==> src/rtl/dff_pipe_reg.sv <==
// -----------------------------------------------------------------------------
// dff_pipe_reg
//
// Elastic pipeline register: WIDTH-bit words travel through STAGES flip-flop
// stages with a valid/ready handshake on both sides. Empty stages always
// accept, so bubbles collapse even while the output is stalled. Also provides
// the classic flip-flop controls: asynchronous clear, synchronous set that
// preloads every stage, and complementary q/notq outputs.
//
// Parameters
//   WIDTH      data width in bits (>= 1)
//   STAGES     number of register stages (>= 1)
//   SET_VALUE  word loaded into every stage by set
//   CW         width of count (derived)
//
// Ports
//   clk        rising-edge clock
//   clr        asynchronous active-high clear (highest priority)
//   set        synchronous preload of every stage, active-high
//   in_valid   producer presents in_data
//   in_data    input word
//   in_ready   block accepts in_data this cycle
//   out_valid  q holds a valid word
//   out_ready  consumer takes q this cycle
//   q          output word (last stage data)
//   notq       bitwise complement of q
//   count      number of valid stages (registered occupancy)
// -----------------------------------------------------------------------------
module dff_pipe_reg #(
    parameter int unsigned       WIDTH     = 8,
    parameter int unsigned       STAGES    = 4,
    parameter logic [WIDTH-1:0]  SET_VALUE = {WIDTH{1'b1}},
    localparam int unsigned      CW        = $clog2(STAGES + 1)
) (
    input  logic             clk,
    input  logic             clr,
    input  logic             set,
    input  logic             in_valid,
    input  logic [WIDTH-1:0] in_data,
    output logic             in_ready,
    output logic             out_valid,
    input  logic             out_ready,
    output logic [WIDTH-1:0] q,
    output logic [WIDTH-1:0] notq,
    output logic [CW-1:0]    count
);

    // Per-stage state; index 0 is the input side, STAGES-1 the output side.
    logic [STAGES-1:0] v_q, v_d;
    logic [WIDTH-1:0]  d_q [STAGES];
    logic [WIDTH-1:0]  d_d [STAGES];
    logic [CW-1:0]     count_q, count_d;

    // Advance enables and the word/valid offered to each stage from upstream.
    logic [STAGES-1:0] en;
    logic [STAGES-1:0] up_v;
    logic [WIDTH-1:0]  up_d [STAGES];

    // Ripple the enable from the output back to the input. A stage may
    // advance if it is empty or the stage after it advances; this is a purely
    // combinational chain from out_ready to in_ready.
    always_comb begin
        logic acc;
        en  = '0;
        acc = out_ready;
        for (int i = int'(STAGES) - 1; i >= 0; i--) begin
            acc   = !v_q[i] || acc;
            en[i] = acc;
        end
    end

    always_comb begin
        up_v    = '0;
        up_v[0] = in_valid;
        up_d[0] = in_data;
        for (int i = 1; i < int'(STAGES); i++) begin
            up_v[i] = v_q[i-1];
            up_d[i] = d_q[i-1];
        end
    end

    // Next-state: set preloads everything; otherwise each enabled stage takes
    // the upstream valid, and the upstream word only when it is valid, so an
    // empty slot never overwrites data with a stale word.
    always_comb begin
        v_d = v_q;
        d_d = d_q;
        if (set) begin
            v_d = '1;
            for (int i = 0; i < int'(STAGES); i++) begin
                d_d[i] = SET_VALUE;
            end
        end else begin
            for (int i = 0; i < int'(STAGES); i++) begin
                if (en[i]) begin
                    v_d[i] = up_v[i];
                    if (up_v[i]) begin
                        d_d[i] = up_d[i];
                    end
                end
            end
        end
    end

    // Occupancy is the population count of the next valid vector.
    always_comb begin
        count_d = '0;
        for (int i = 0; i < int'(STAGES); i++) begin
            count_d = count_d + CW'(v_d[i]);
        end
    end

    always_ff @(posedge clk or posedge clr) begin
        if (clr) begin
            v_q     <= '0;
            count_q <= '0;
            for (int i = 0; i < int'(STAGES); i++) begin
                d_q[i] <= '0;
            end
        end else begin
            v_q     <= v_d;
            count_q <= count_d;
            for (int i = 0; i < int'(STAGES); i++) begin
                d_q[i] <= d_d[i];
            end
        end
    end

    // No input is taken during a set cycle; the preload owns every stage.
    assign in_ready  = en[0] && !set;
    assign out_valid = v_q[STAGES-1];
    assign q         = d_q[STAGES-1];
    assign notq      = ~d_q[STAGES-1];
    assign count     = count_q;

endmodule

==> config.mk <==
export PLATFORM = sky130hd
export DESIGN_NAME = dff_pipe_reg
export DESIGN_NICKNAME = d
export VERILOG_FILES = /design/src/rtl/dff_pipe_reg.sv
export SDC_FILE = /design/constraint.sdc
export NUM_CORES = 1
export LEC_CHECK = 0
export ABC_AREA = 1
export CORE_ASPECT_RATIO = 0.5
export CORE_UTILIZATION = 50
export CTS_CLUSTER_SIZE = 25
export DETAILED_ROUTE_END_ITERATION = 10
export DONT_BUFFER_PORTS = 1
export GPL_TIMING_DRIVEN = 0
export PLACE_DENSITY = 0.66
export SYNTH_ARGS = -nofsm -noshare
export SYNTH_HDL_FRONTEND = slang
export SYNTH_SLANG_ARGS = --single-unit
==> constraint.sdc <==
create_clock -name clk -period 1.85 [get_ports clk]
set_input_delay 0.0925 -clock clk [delete_from_list [all_inputs] [get_ports clk]]
set_output_delay 0.0925 -clock clk [all_outputs]
set_load 0.01 [all_outputs]
Yosys cells after proc, flatten, opt, wreduce, memory -nomap -nowiden
Index checks and enable logic that the tools add are counted.

word-level totals
  word-level logic and storage cells = 46
  bits of input ports = 13
  bits in read-only memories = 0
  bits in registers = 39
  bits in latches = 0
  bits in writable memories = 0
  memories = 0

operators by class
  multiply operators = 0
  divide/modulo/power cells = 0
  order comparisons = 0
  eq/ne operators = 0
  bitwise logic cells = 1
  reductions and logical operators = 22
  muxes and demuxes = 14
  $add $sub $neg = 3
  shift-type cells = 0

operators with widths
  cell                                    count
  8-bit 2-to-1 mux                        8
  32-bit 2-to-1 mux                       1
  2-bit nonzero test                      8
  8-bit NOT                               1
  2-bit AND reduction                     4
  1-bit zero test                         5
  1-bit logical OR                        4
  1-bit 2-to-1 mux                        4
  4-bit 2-to-1 mux                        1
  2-bit by 1-bit adder with 3-bit output  1
  3-bit by 1-bit adder with 3-bit output  1
  1-bit by 1-bit adder with 2-bit output  1
  1-bit logical AND                       1

Longest topological paths before layout
  depth in word-level cells = 10
  mapped depth = 11

Worst setup path after synthesis
OpenSTA, ideal clock, no wires.

  path type = register -> register
  start point = register v_q[3]
  end point = register count_q[1], in the netlist count[1]
  stages on the path, launching flop included = 12
  data arrival time = 1.985 ns
  path slack = -0.261 ns
  library setup time = 0.126 ns
  period minus slack after synthesis = 2.111 ns
  required time = 1.724 ns
  path buffers = 0
  cell sequence = dfrtp_1 -> inv_2 -> nor2_4 -> nand4_4 -> inv_1 -> nor2_1 -> nand2_1 -> inv_1 -> fa_1 -> inv_1 -> ha_1 -> ha_1

on the way
  word-level cells in the longest chain between the ends = 10

RTL lines
  what                                    RTL line  source
  start, declared                         49        logic [STAGES-1:0] v_q, v_d;
  start signal, assigned                  121       v_q <= v_d;
  1-bit zero test                         67        acc = !v_q[i] || acc;
  1-bit logical OR (4 in a row)           67
  1-bit 2-to-1 mux                        95        if (en[i]) begin
  4-bit 2-to-1 mux                        88        if (set) begin
  named net v_d[0]                        49
  1-bit by 1-bit adder with 2-bit output  109       count_d = count_d + CW'(v_d[i]);
  2-bit by 1-bit adder with 3-bit output  109
  3-bit by 1-bit adder with 3-bit output  109
  named net count_d[1]                    52        logic [CW-1:0] count_q, count_d;
  end signal, assigned                    122       count_q <= count_d;
  end, declared                           52

The timed path passes the listed nets, and every way through them passes these cells.
A chain may end at the register's enable or synchronous reset.

Worst setup path in the final report
Same ends and word-level chain as after synthesis.

==> flow_summary.toml <==
[die]
start_util_pct = 52.7
fp.dieW_um = 87.3
floorplan.core_area_um2 = 3450
io_pins = 34
die_h_um = 44.7
rows = 15
die-area_um2 = 3900

[synthesis]
synth_top_family_by_area = "simple AND/OR/NAND/NOR gates"
ys_warn_count = 0
synth-seq-cells = 39
synthMuxAreaShare_pct = 0
synth-compound-area-share_pct = 10.6
netlist_instances = 188
synth_top_area_cell = "dfrtp_1"
syn_area_um2 = 1820
synthAdderAreaFrac_pct = 2.48
synth_xor_area_share_pct = 0
ys_seq_area_share_pct = 53.6
yosys-top-cells-area = "dfrtp_1 54%, inv_1 6.0%, nand2_1 5.6%"
synth_top_area_share_pct = 53.6
syn_avg_cell_area_um2 = 9.68
synthSimpleGateAreaFrac_pct = 20.5
syn_nets = 204
yosysUniqueCellTypes = 24

[routing]
via_per_inst = 4.81
wirelength_um = 2990
dr.pass1.iters = 4
drc = 0
num_vias = 1235
drt_iter0_drc = 72
postRouteAntennaNets = 0
wire_per_inst_um = 11.6

[global_routing]
grt-ovfl-total = 0
grt_pass1_wl_um = 5180
track_usage_pct = 18.3
antenna_found_initial = 0
grt_pass1_vias = 1107
grt_max_degree = 40

[finish]
fin_util_pct = 61.7
layout.nets = 221
drive_gt1_share_pct = 26.2
final_cell_mix = "38 x dfrtp_1, 26 x nand2_1, 25 x inv_1"
n_antenna_cell = 0
areaGrowthSynthToFinish_pct = 17.1
final_cell_area_um2 = 2130
layout_commonest_cell = "dfrtp_1"
nFillCells = 308
stdcell_count = 257

[sta]
finalClockSkew_ns = 0.00916
worst_pin_slew_ns = 0.770
fin_ws_ns = -0.143
relSlewSlack_pct = 48.6
rsz0062_at_grt = "yes"
finalSetupTns_ns = -0.224
worst_hold_slack_ns = 0.0215
finalSetupViolCount = 2
finalMaxSlewViolations = 0
period_needed_ns = 1.99
max_freq_ghz = 0.502
final-hold-violation-count = 0
period_share_pct = 108

[worst_setup_path]
crit_chain = "inv_2 -> nor2_4 -> nand4_4 -> inv_2 -> nor2_4 -> nand2_2 -> inv_2 -> fa_1 -> inv_2 -> ha_4 -> ha_4"
endpoint_kind = "register"
crit_required_ns = 2.03
cp_top_family = "adder cells"
critPathSlowestCell = "fa_1"
path_buf_inv = 4
start_kind = "register"
crit_arrival_ns = 2.17
worstSetupPathType = "register to register"
cp_max_fo = 3
cpMostUsedCell = "inv_2"
critPathMaxStageDelay_ns = 0.52

[clock_tree]
cts.clk_slew.worst_paths_ns = 0.07
cts_buffers = 5
root_buffer = "clkbuf_8"
cts_tree = "built"
cts.sinks = 39
clk_latency_ns = 0.29
clk_path_buf_depth = 2
htreeDepth = 2

[run]
cap_violations = 0

[placement]
numPortBuffers = 0
dp_hpwl_um = 2150
dpl-instance-area_um2 = 1900
place_congestion = 0.737
dp.cells = 239

[power]
power_leakage_nw = 1.06
ir_worst_vdd_mv = 0.389
power_density_nw_per_um2 = 906

[min_path]
hold_path_class = "input pin to register"

[status]
violations = "setup timing"
status = "finished with violations"
## flip-flops by register name (all words and copies together) (netlist names)
register / flops
count: 3
d_q: 24
v_q: 4
q: 8
## report_power, final
part	total [W]	leakage [nW]	switching, W	internal [W]
Clock	0.000696	0.0581	0.000295	0.000401
Sequential	0.000963	0.404	0.0000335	0.000930
Combinational	0.000269	0.599	0.000160	0.000110
Total	0.00193	1.06	0.000488	0.00144
## stage by stage
step / total power, W / setup WS, ns
floorplan: 0.00118 / -0.216
global placement: 0.00122 / -0.299
detailed placement: 0.00123 / -0.337
CTS: 0.00195 / -0.215
global route: 0.00203 / -0.242
finish: 0.00193 / -0.143
## cell usage after synthesis
master,count
a22oi_1,8
buf_12,1
buf_2,2
buf_4,8
buf_6,2
clkbuf_1,1
dfrtp_1,39
fa_1,1
ha_1,2
inv_1,29
inv_2,2
nand2_1,27
nand2_2,2
nand2_4,3
nand3_1,11
nand3_2,3
nand4_4,1
nor2_1,11
nor2_4,1
nor3_4,1
o21ai_0,14
o21ai_1,9
o21ai_2,2
or2_2,8
## worst paths after layout
kind / to / startpoint / cells after the start / slack (ns)
max: count[1] / v_q[3] / 11 / -0.14
max in group asynchronous: v_q[3] / clr / 2 / 0.90
min in group asynchronous: q[4] / clr / 2 / 0.40
min: d_q[27] / in_valid / 3 / 0.02
min reg2reg: d_q[31] / d_q[31] / 2 / 0.50
max reg2reg: count[1] / v_q[3] / 11 / -0.14
## logic make-up (layout without fill, tap and decap cells)
kind of cell	count (synthesis)	after routing
simple gates	68	68
buf+inv	45	63
flops	39	39
fa+ha+maj	3	3
compound gates	33	33
## tightest hold or removal path: stages
cell and delay (ns):
nand2_4 0.06, nand2_1 0.06, o21ai_0 0.06
## per-layer routing
layer / routed length [um] / vias up / GRT usage, %
li1: - / 627 / -
met1: 1500 / 559 / 24.9
met2: 1190 / 41 / 26.3
met3: 252 / 8 / 8.40
met4: 45 / 0 / 5.90
met5: 0 / - / 0
## cell type report
class | count | area (um2) | share of cell area (%)
Clock inverter | 3 | 43.8 | 2.06
Buffer | 14 | 116 | 5.46
Sequential cell | 39 | 977 | 45.9
Tap cell | 51 | 63.8 | 3.00
Clock buffer | 5 | 68.8 | 3.23
Multi-Input combinational cell | 104 | 646 | 30.3
Timing Repair Buffer | 10 | 97.6 | 4.58
Inverter | 31 | 116 | 5.46
## timing repair
item,4_1_cts,5_1_grt
setup buffers,1,0
endpoints found under the setup margin,3,3
hold buffers,9,0
pin swaps,4,2
gates resized for setup,5,1
hold endpoints to repair,47,0
Power figures use the tool's default switching activity.
